`src/rtl/hazard_control_unit_pkg.sv`:
```
// Shared types for the ID-stage hazard control unit: FSM states, register-zero
// constant and the packed control-output bundle with its three canonical settings.
package hazard_control_unit_pkg;

    typedef enum logic [1:0] {
        StRun     = 2'd0,
        StLdStall = 2'd1,
        StFlush   = 2'd2
    } state_e;

    localparam int unsigned REG_ZERO = 0;

    typedef struct packed {
        logic pc_write;
        logic if_id_write;
        logic mux_nop;
        logic flush;
    } ctrl_t;

    localparam ctrl_t CTRL_STALL  = '{pc_write: 1'b0, if_id_write: 1'b0, mux_nop: 1'b1, flush: 1'b0};
    localparam ctrl_t CTRL_FLUSH  = '{pc_write: 1'b1, if_id_write: 1'b1, mux_nop: 1'b0, flush: 1'b1};
    localparam ctrl_t CTRL_NORMAL = '{pc_write: 1'b1, if_id_write: 1'b1, mux_nop: 1'b0, flush: 1'b0};

endpackage

```
`src/rtl/hazard_reg_match.sv`:
```
// Flags when a producer destination register is read by any valid ID source operand.
// Register zero never matches.
module hazard_reg_match
    import hazard_control_unit_pkg::*;
#(
    parameter int unsigned REG_W   = 5,
    parameter int unsigned NUM_SRC = 2
) (
    input  logic [REG_W-1:0]         rd,
    input  logic [NUM_SRC*REG_W-1:0] srcs,
    input  logic [NUM_SRC-1:0]       valids,
    output logic                     match
);

    always_comb begin
        match = 1'b0;
        for (int k = 0; k < NUM_SRC; k++) begin
            if (valids[k] && (srcs[k*REG_W +: REG_W] == rd)) begin
                match = 1'b1;
            end
        end
        if (rd == REG_W'(REG_ZERO)) begin
            match = 1'b0;
        end
    end

endmodule

```
`src/rtl/hazard_control_unit.sv`:
```
// ID-stage stall/flush control: load-use and branch-operand hazard detection,
// multi-cycle load stalls and front-end flushes, saturating perf counters.
module hazard_control_unit
    import hazard_control_unit_pkg::*;
#(
    parameter int unsigned REG_W        = 5,
    parameter int unsigned NUM_SRC      = 2,
    parameter int unsigned LOAD_LAT     = 1,
    parameter int unsigned FLUSH_CYCLES = 1,
    parameter int unsigned PERF_W       = 32
) (
    input  logic                     clk_in,
    input  logic                     rst_n_in,
    input  logic [NUM_SRC*REG_W-1:0] if_id_src_in,
    input  logic [NUM_SRC-1:0]       if_id_src_valid_in,
    input  logic [REG_W-1:0]         id_ex_rd_in,
    input  logic                     id_ex_mem_read_in,
    input  logic                     id_ex_reg_write_in,
    input  logic [REG_W-1:0]         ex_mem_rd_in,
    input  logic                     ex_mem_mem_read_in,
    input  logic                     branch_in,
    input  logic                     jump_in,
    input  logic                     comparator_in,
    input  logic                     perf_clear_in,
    output logic                     pc_write_out,
    output logic                     if_id_write_out,
    output logic                     mux_nop_out,
    output logic                     flush_out,
    output logic [PERF_W-1:0]        stall_cycles_out,
    output logic [PERF_W-1:0]        flush_cycles_out
);

    localparam int unsigned MAX_CYC = (LOAD_LAT > FLUSH_CYCLES) ? LOAD_LAT : FLUSH_CYCLES;
    localparam int unsigned CNT_W   = $clog2(MAX_CYC) + 1;
    localparam logic [CNT_W-1:0] LD_INIT = CNT_W'(LOAD_LAT - 1);
    localparam logic [CNT_W-1:0] FL_INIT = CNT_W'(FLUSH_CYCLES - 1);

    logic id_ex_match, ex_mem_match;
    logic hz_ld, hz_br, redirect;

    hazard_reg_match #(.REG_W(REG_W), .NUM_SRC(NUM_SRC)) u_match_id_ex (
        .rd     (id_ex_rd_in),
        .srcs   (if_id_src_in),
        .valids (if_id_src_valid_in),
        .match  (id_ex_match)
    );

    hazard_reg_match #(.REG_W(REG_W), .NUM_SRC(NUM_SRC)) u_match_ex_mem (
        .rd     (ex_mem_rd_in),
        .srcs   (if_id_src_in),
        .valids (if_id_src_valid_in),
        .match  (ex_mem_match)
    );

    // A jump has no operands to wait on, so it masks any branch-operand hazard.
    assign hz_ld    = id_ex_mem_read_in & id_ex_match;
    assign hz_br    = branch_in & ~jump_in &
                      ((id_ex_reg_write_in & id_ex_match) | (ex_mem_mem_read_in & ex_mem_match));
    assign redirect = jump_in | (branch_in & comparator_in & ~hz_br);

    state_e           state_q, state_d;
    logic [CNT_W-1:0] cnt_q, cnt_d;
    ctrl_t            ctrl;

    always_comb begin
        state_d = state_q;
        cnt_d   = cnt_q;
        ctrl    = CTRL_NORMAL;
        unique case (state_q)
            StRun: begin
                if (hz_ld) begin
                    ctrl = CTRL_STALL;
                    if (LOAD_LAT > 1) begin
                        state_d = StLdStall;
                        cnt_d   = LD_INIT;
                    end
                end else if (hz_br) begin
                    ctrl = CTRL_STALL;
                end else if (redirect) begin
                    ctrl = CTRL_FLUSH;
                    if (FLUSH_CYCLES > 1) begin
                        state_d = StFlush;
                        cnt_d   = FL_INIT;
                    end
                end
            end
            StLdStall, StFlush: begin
                ctrl  = (state_q == StLdStall) ? CTRL_STALL : CTRL_FLUSH;
                cnt_d = cnt_q - CNT_W'(1);
                if (cnt_q == CNT_W'(1)) begin
                    state_d = StRun;
                end
            end
            default: begin
                ctrl    = CTRL_STALL;
                state_d = StRun;
                cnt_d   = '0;
            end
        endcase
        if (!rst_n_in) begin
            ctrl = CTRL_STALL;
        end
    end

    always_ff @(posedge clk_in or negedge rst_n_in) begin
        if (!rst_n_in) begin
            state_q <= StRun;
            cnt_q   <= '0;
        end else begin
            state_q <= state_d;
            cnt_q   <= cnt_d;
        end
    end

    logic [PERF_W-1:0] stall_q, flush_q;

    always_ff @(posedge clk_in or negedge rst_n_in) begin
        if (!rst_n_in) begin
            stall_q <= '0;
            flush_q <= '0;
        end else if (perf_clear_in) begin
            stall_q <= '0;
            flush_q <= '0;
        end else begin
            if (!ctrl.pc_write && (stall_q != '1)) begin
                stall_q <= stall_q + PERF_W'(1);
            end
            if (ctrl.flush && (flush_q != '1)) begin
                flush_q <= flush_q + PERF_W'(1);
            end
        end
    end

    assign pc_write_out     = ctrl.pc_write;
    assign if_id_write_out  = ctrl.if_id_write;
    assign mux_nop_out      = ctrl.mux_nop;
    assign flush_out        = ctrl.flush;
    assign stall_cycles_out = stall_q;
    assign flush_cycles_out = flush_q;

endmodule

```
`config.mk`:
```
export PLATFORM = sky130hd
export DESIGN_NAME = hazard_control_unit
export DESIGN_NICKNAME = d
export VERILOG_FILES = /design/src/rtl/hazard_control_unit_pkg.sv /design/src/rtl/hazard_reg_match.sv /design/src/rtl/hazard_control_unit.sv
export SDC_FILE = /design/constraint.sdc
export NUM_CORES = 1
export LEC_CHECK = 0
export CAP_MARGIN = 20
export CORE_ASPECT_RATIO = 1.25
export CORE_MARGIN = 2
export CORE_UTILIZATION = 55
export CTS_BUF_LIST = sky130_fd_sc_hd__clkbuf_8
export CTS_CLUSTER_SIZE = 24
export DETAILED_ROUTE_END_ITERATION = 12
export PLACE_DENSITY = 0.88
export SLEW_MARGIN = 30
export SYNTH_ARGS = -nofsm -noshare
export SYNTH_HDL_FRONTEND = slang
export SYNTH_SLANG_ARGS = --single-unit
```
`constraint.sdc`:
```
create_clock -name clk_in -period 4.25 [get_ports clk_in]
set_clock_uncertainty 0.2 [all_clocks]
set_input_delay 0.6375 -clock clk_in [delete_from_list [all_inputs] [get_ports clk_in]]
set_output_delay 0.6375 -clock clk_in [all_outputs]
set_load 0.05 [all_outputs]
```
==> results.tsv <==
metric	value	unit
Finished Layout Cells	625	
R2R cell count	8	
mapped cell area	3950	um2
CTS max path bufs	2	
Detailed Place HPWL	7220	um
WP depth	8	
core area	6980	um2
P&R area growth vs syn	30.8	%
post_cts resized	0	
sequential area share after synthesis	40.6	%
critical path's top delay family	buffers and inverters	
cell mode on critical path	clkdlybuf4s50_1	
die area	7880	um2
Site Rows	34	
share of cells above drive strength 1	6.36	%
final setup vio count	0	
synth unique cells	46	
CTS tree	built	
DRC	0	
Setup crit end kind	output port	
Combinational Power Share	11.7	%
yosys warns	0	
# placed instances	609	
min-delay worst type	flop to flop	
number of max-cap violations	0	
vias in the first global route	3808	
Core Util, Final	74.0	%
initial antenna violation count	0	
minimum clock period	3920	ps
Die Height	98.7	um
Leak	1.93	nW
Fmax	255	MHz
clock sinks	64	
hold depth	2	
slowest stage delay, CP	800	ps
largest net degree at the start of global routing	61	
initial core utilization	56.6	%
sequential share of power	48.8	%
RSZ-0062 raised after global routing	false	
Tcrit/Tclk final	92.3	%
Total GRT Usage	27.4	%
worst skew pair latency	340	ps
Final Max Slew Viols	0	
Final Wtd Congestion	0.901	
Critical-path top delay cell	clkdlybuf4s50_1	
status	finished clean	
first-pass GRT wire length	17600	um
PortBufs	98	
Power Total	0.00127	W
Fillers	537	
root buf cell	clkbuf_8	
CP arrival	3080	ps
P_int	0.000945	W
Setup CP Type	primary input to output port	
Hold Worst Slack	375	ps
synthesis-stage register bit count	64	
WL final	10500	um
Clk network pwr share	39.5	%
Layout Nets	564	
Psw	0.000323	W
GRT overflow	0	
DR vias	3926	
Worst EP required	3410	ps
Max VDD drop	0.229	mV
power per cell area	246	nW/um2
Ports	99	
H-tree depth	3	
Avg Synthesized Cell Area	8.89	um2
Final ANT Viol Nets	0	
Sum Neg Setup Slack	0	ps
relative slew slack	55.4	%
Pre-Repair DR Iteration Count	5	
crit-path cells	clkdlybuf4s50_1, or4_1, nor2_1, nor3b_1, a21oi_4, nand2_1, inv_1, clkdlybuf4s50_1	
Hold Vio Cnt, Final	0	
DR iter-0 viols	303	
crit path launch type	primary input	
Die X	79.8	um
sw frac	25.5	%
DR WL/cell	16.7	um
Mapped Cells	444	
via/cell ratio	6.28	
post-synth net total	477	
n_diodes	0	
clock slew at reported path FFs	70	ps
CTS buffer count	9	
WP buf/inv	3	
Worst Path Max Fanout	7	
Slew @ Worst Pin	669	ps
[cell type report]
class                      instances  area [um2]  share of cell area (%)
inverter                          14        52.6                    1.02
clock buffer                      13         179                    3.46
tap                               90         113                    2.18
clock inverter                     2        12.5                   0.242
multi-input combinational        339        2160                    41.9
sequential                        64        1600                    31.0
timing repair buffer             103        1040                    20.2
[routing by layer]
layer  routed length [um]  vias to the layer above  global-route usage (%)
met5                    0                        -                       0
met4                  211                        0                    8.87
met3                  612                       21                    5.86
met2                 5370                      150                    46.1
met1                 4260                     1912                    35.1
li1                     -                     1843                       -
[power groups by stage]
stage	registers (W)	logic (W)	clock network [W]
CTS	0.000618	0.000149	0.000507
global route	0.000618	0.000160	0.000536
global placement	0.000630	0.000145	0
finish	0.000618	0.000148	0.000501
floorplan	0.000640	0.0000674	0
detailed placement	0.000630	0.000148	0
[placed cells by master (no fill, tap or decap), types with 2 or more instances in the layout]
| cell | netlist | final |
|---|---|---|
| buf_4 | 1 | 5 |
| o21ba_1 | 3 | 3 |
| nand4_1 | 20 | 20 |
| o31ai_1 | 27 | 27 |
| xnor2_1 | 13 | 13 |
| and2_1 | 2 | 2 |
| mux2_1 | 8 | 8 |
| nand2_1 | 25 | 25 |
| nor4_1 | 5 | 5 |
| dfrtp_1 | 64 | 64 |
| xor2_1 | 12 | 12 |
| nor3_1 | 9 | 9 |
| o21ai_0 | 10 | 10 |
| clkdlybuf4s50_1 | 0 | 93 |
| ha_1 | 2 | 2 |
| or3_1 | 18 | 18 |
| and4_1 | 4 | 4 |
| nor2b_1 | 8 | 8 |
| or4_1 | 30 | 30 |
| inv_1 | 13 | 13 |
| o21ai_1 | 8 | 8 |
| and3_1 | 11 | 11 |
| a21oi_1 | 47 | 47 |
| clkbuf_8 | 0 | 13 |
| nand3_1 | 28 | 28 |
| nor4_2 | 2 | 2 |
| buf_12 | 0 | 3 |
| nor2_1 | 26 | 26 |
| nor3b_1 | 5 | 5 |
| o31a_1 | 2 | 2 |
[cell families (layout without fill, tap and decap cells)]
family                   after synthesis  count (layout)  share of synthesized area (%)
buffers and inverters                 41             132                           4.85
multiplexers                          10              10                           2.82
XOR/XNOR                              25              25                           5.54
adder cells (fa/ha/maj)                2               2                          0.634
flip-flops                            64              64                           40.6
AND/OR/NAND/NOR                      198             198                           29.1
AO/OA/AOI/OAI                        104             104                           16.5
[worst min-delay path, delay by kind of cell, from the launching register on]
family / cells / cell delay (ps)
flip-flops: 1 / 400
AO/OA/AOI/OAI: 2 / 130
[cell usage after synthesis (all sizes together)]
| cell type | number | area, um2 |
|---|---|---|
| dfrtp | 64 | 1600 |
| a21oi | 48 | 252 |
| or4 | 30 | 225 |
| nand3 | 28 | 140 |
| o31ai | 27 | 203 |
| nor2 | 26 | 97.6 |
| nand2 | 25 | 93.8 |
| nand4 | 20 | 125 |
| o21ai | 19 | 98.9 |
| or3 | 18 | 113 |
| buf | 15 | 93.8 |
| inv | 14 | 52.6 |
| xnor2 | 13 | 114 |
| clkbuf | 12 | 45.0 |
| xor2 | 12 | 105 |
| and3 | 11 | 68.8 |
| nor3 | 10 | 55.1 |
| mux2 | 9 | 101 |
| nor2b | 8 | 50.1 |
| nor4 | 7 | 56.3 |
| nor3b | 5 | 37.5 |
| and4 | 4 | 35.0 |
| o21ba | 3 | 30.0 |
| and2 | 2 | 12.5 |
| ha | 2 | 25.0 |
| o31a | 2 | 17.5 |
| a21o | 1 | 7.51 |
| mux2i | 1 | 10.0 |
| nand3b | 1 | 7.51 |
| nor4b | 1 | 15.0 |
| o21a | 1 | 7.51 |
| o22ai | 1 | 6.26 |
| o311a | 1 | 21.3 |
| o41ai | 1 | 8.76 |
| or2 | 1 | 6.26 |
| or4b | 1 | 10.0 |
[final timing paths]
check / startpoint / end / slack [ps]
max: ex_mem_rd_in[1] / flush_out / 330
min: flush_cycles_out[5] / flush_cycles_out[5] / 380
max reg2reg: stall_cycles_out[0] / stall_cycles_out[31] / 1290
min reg2reg: flush_cycles_out[5] / flush_cycles_out[5] / 380
max in group asynchronous: rst_n_in / flush_cycles_out[5] / 2320
min in group asynchronous: rst_n_in / flush_cycles_out[20] / 540
[timing repair]
item	in CTS	in global routing
setup buffers	0	0
endpoints found under the hold margin	4	0
hold buffers	1	0
[state kept, by name, summed over array words and instances, names as in the netlist]
register,cells
flush_cycles_out,32
stall_cycles_out,32
[per-stage QoR]
stage               area (um2)  worst slack [ps]
global route              5160               274
CTS                       5160               318
detailed placement        4960               330
floorplan                 3950               628
finish                    5160               329
global placement          4960               396
Note: power is estimated with default switching activity, not from simulation.
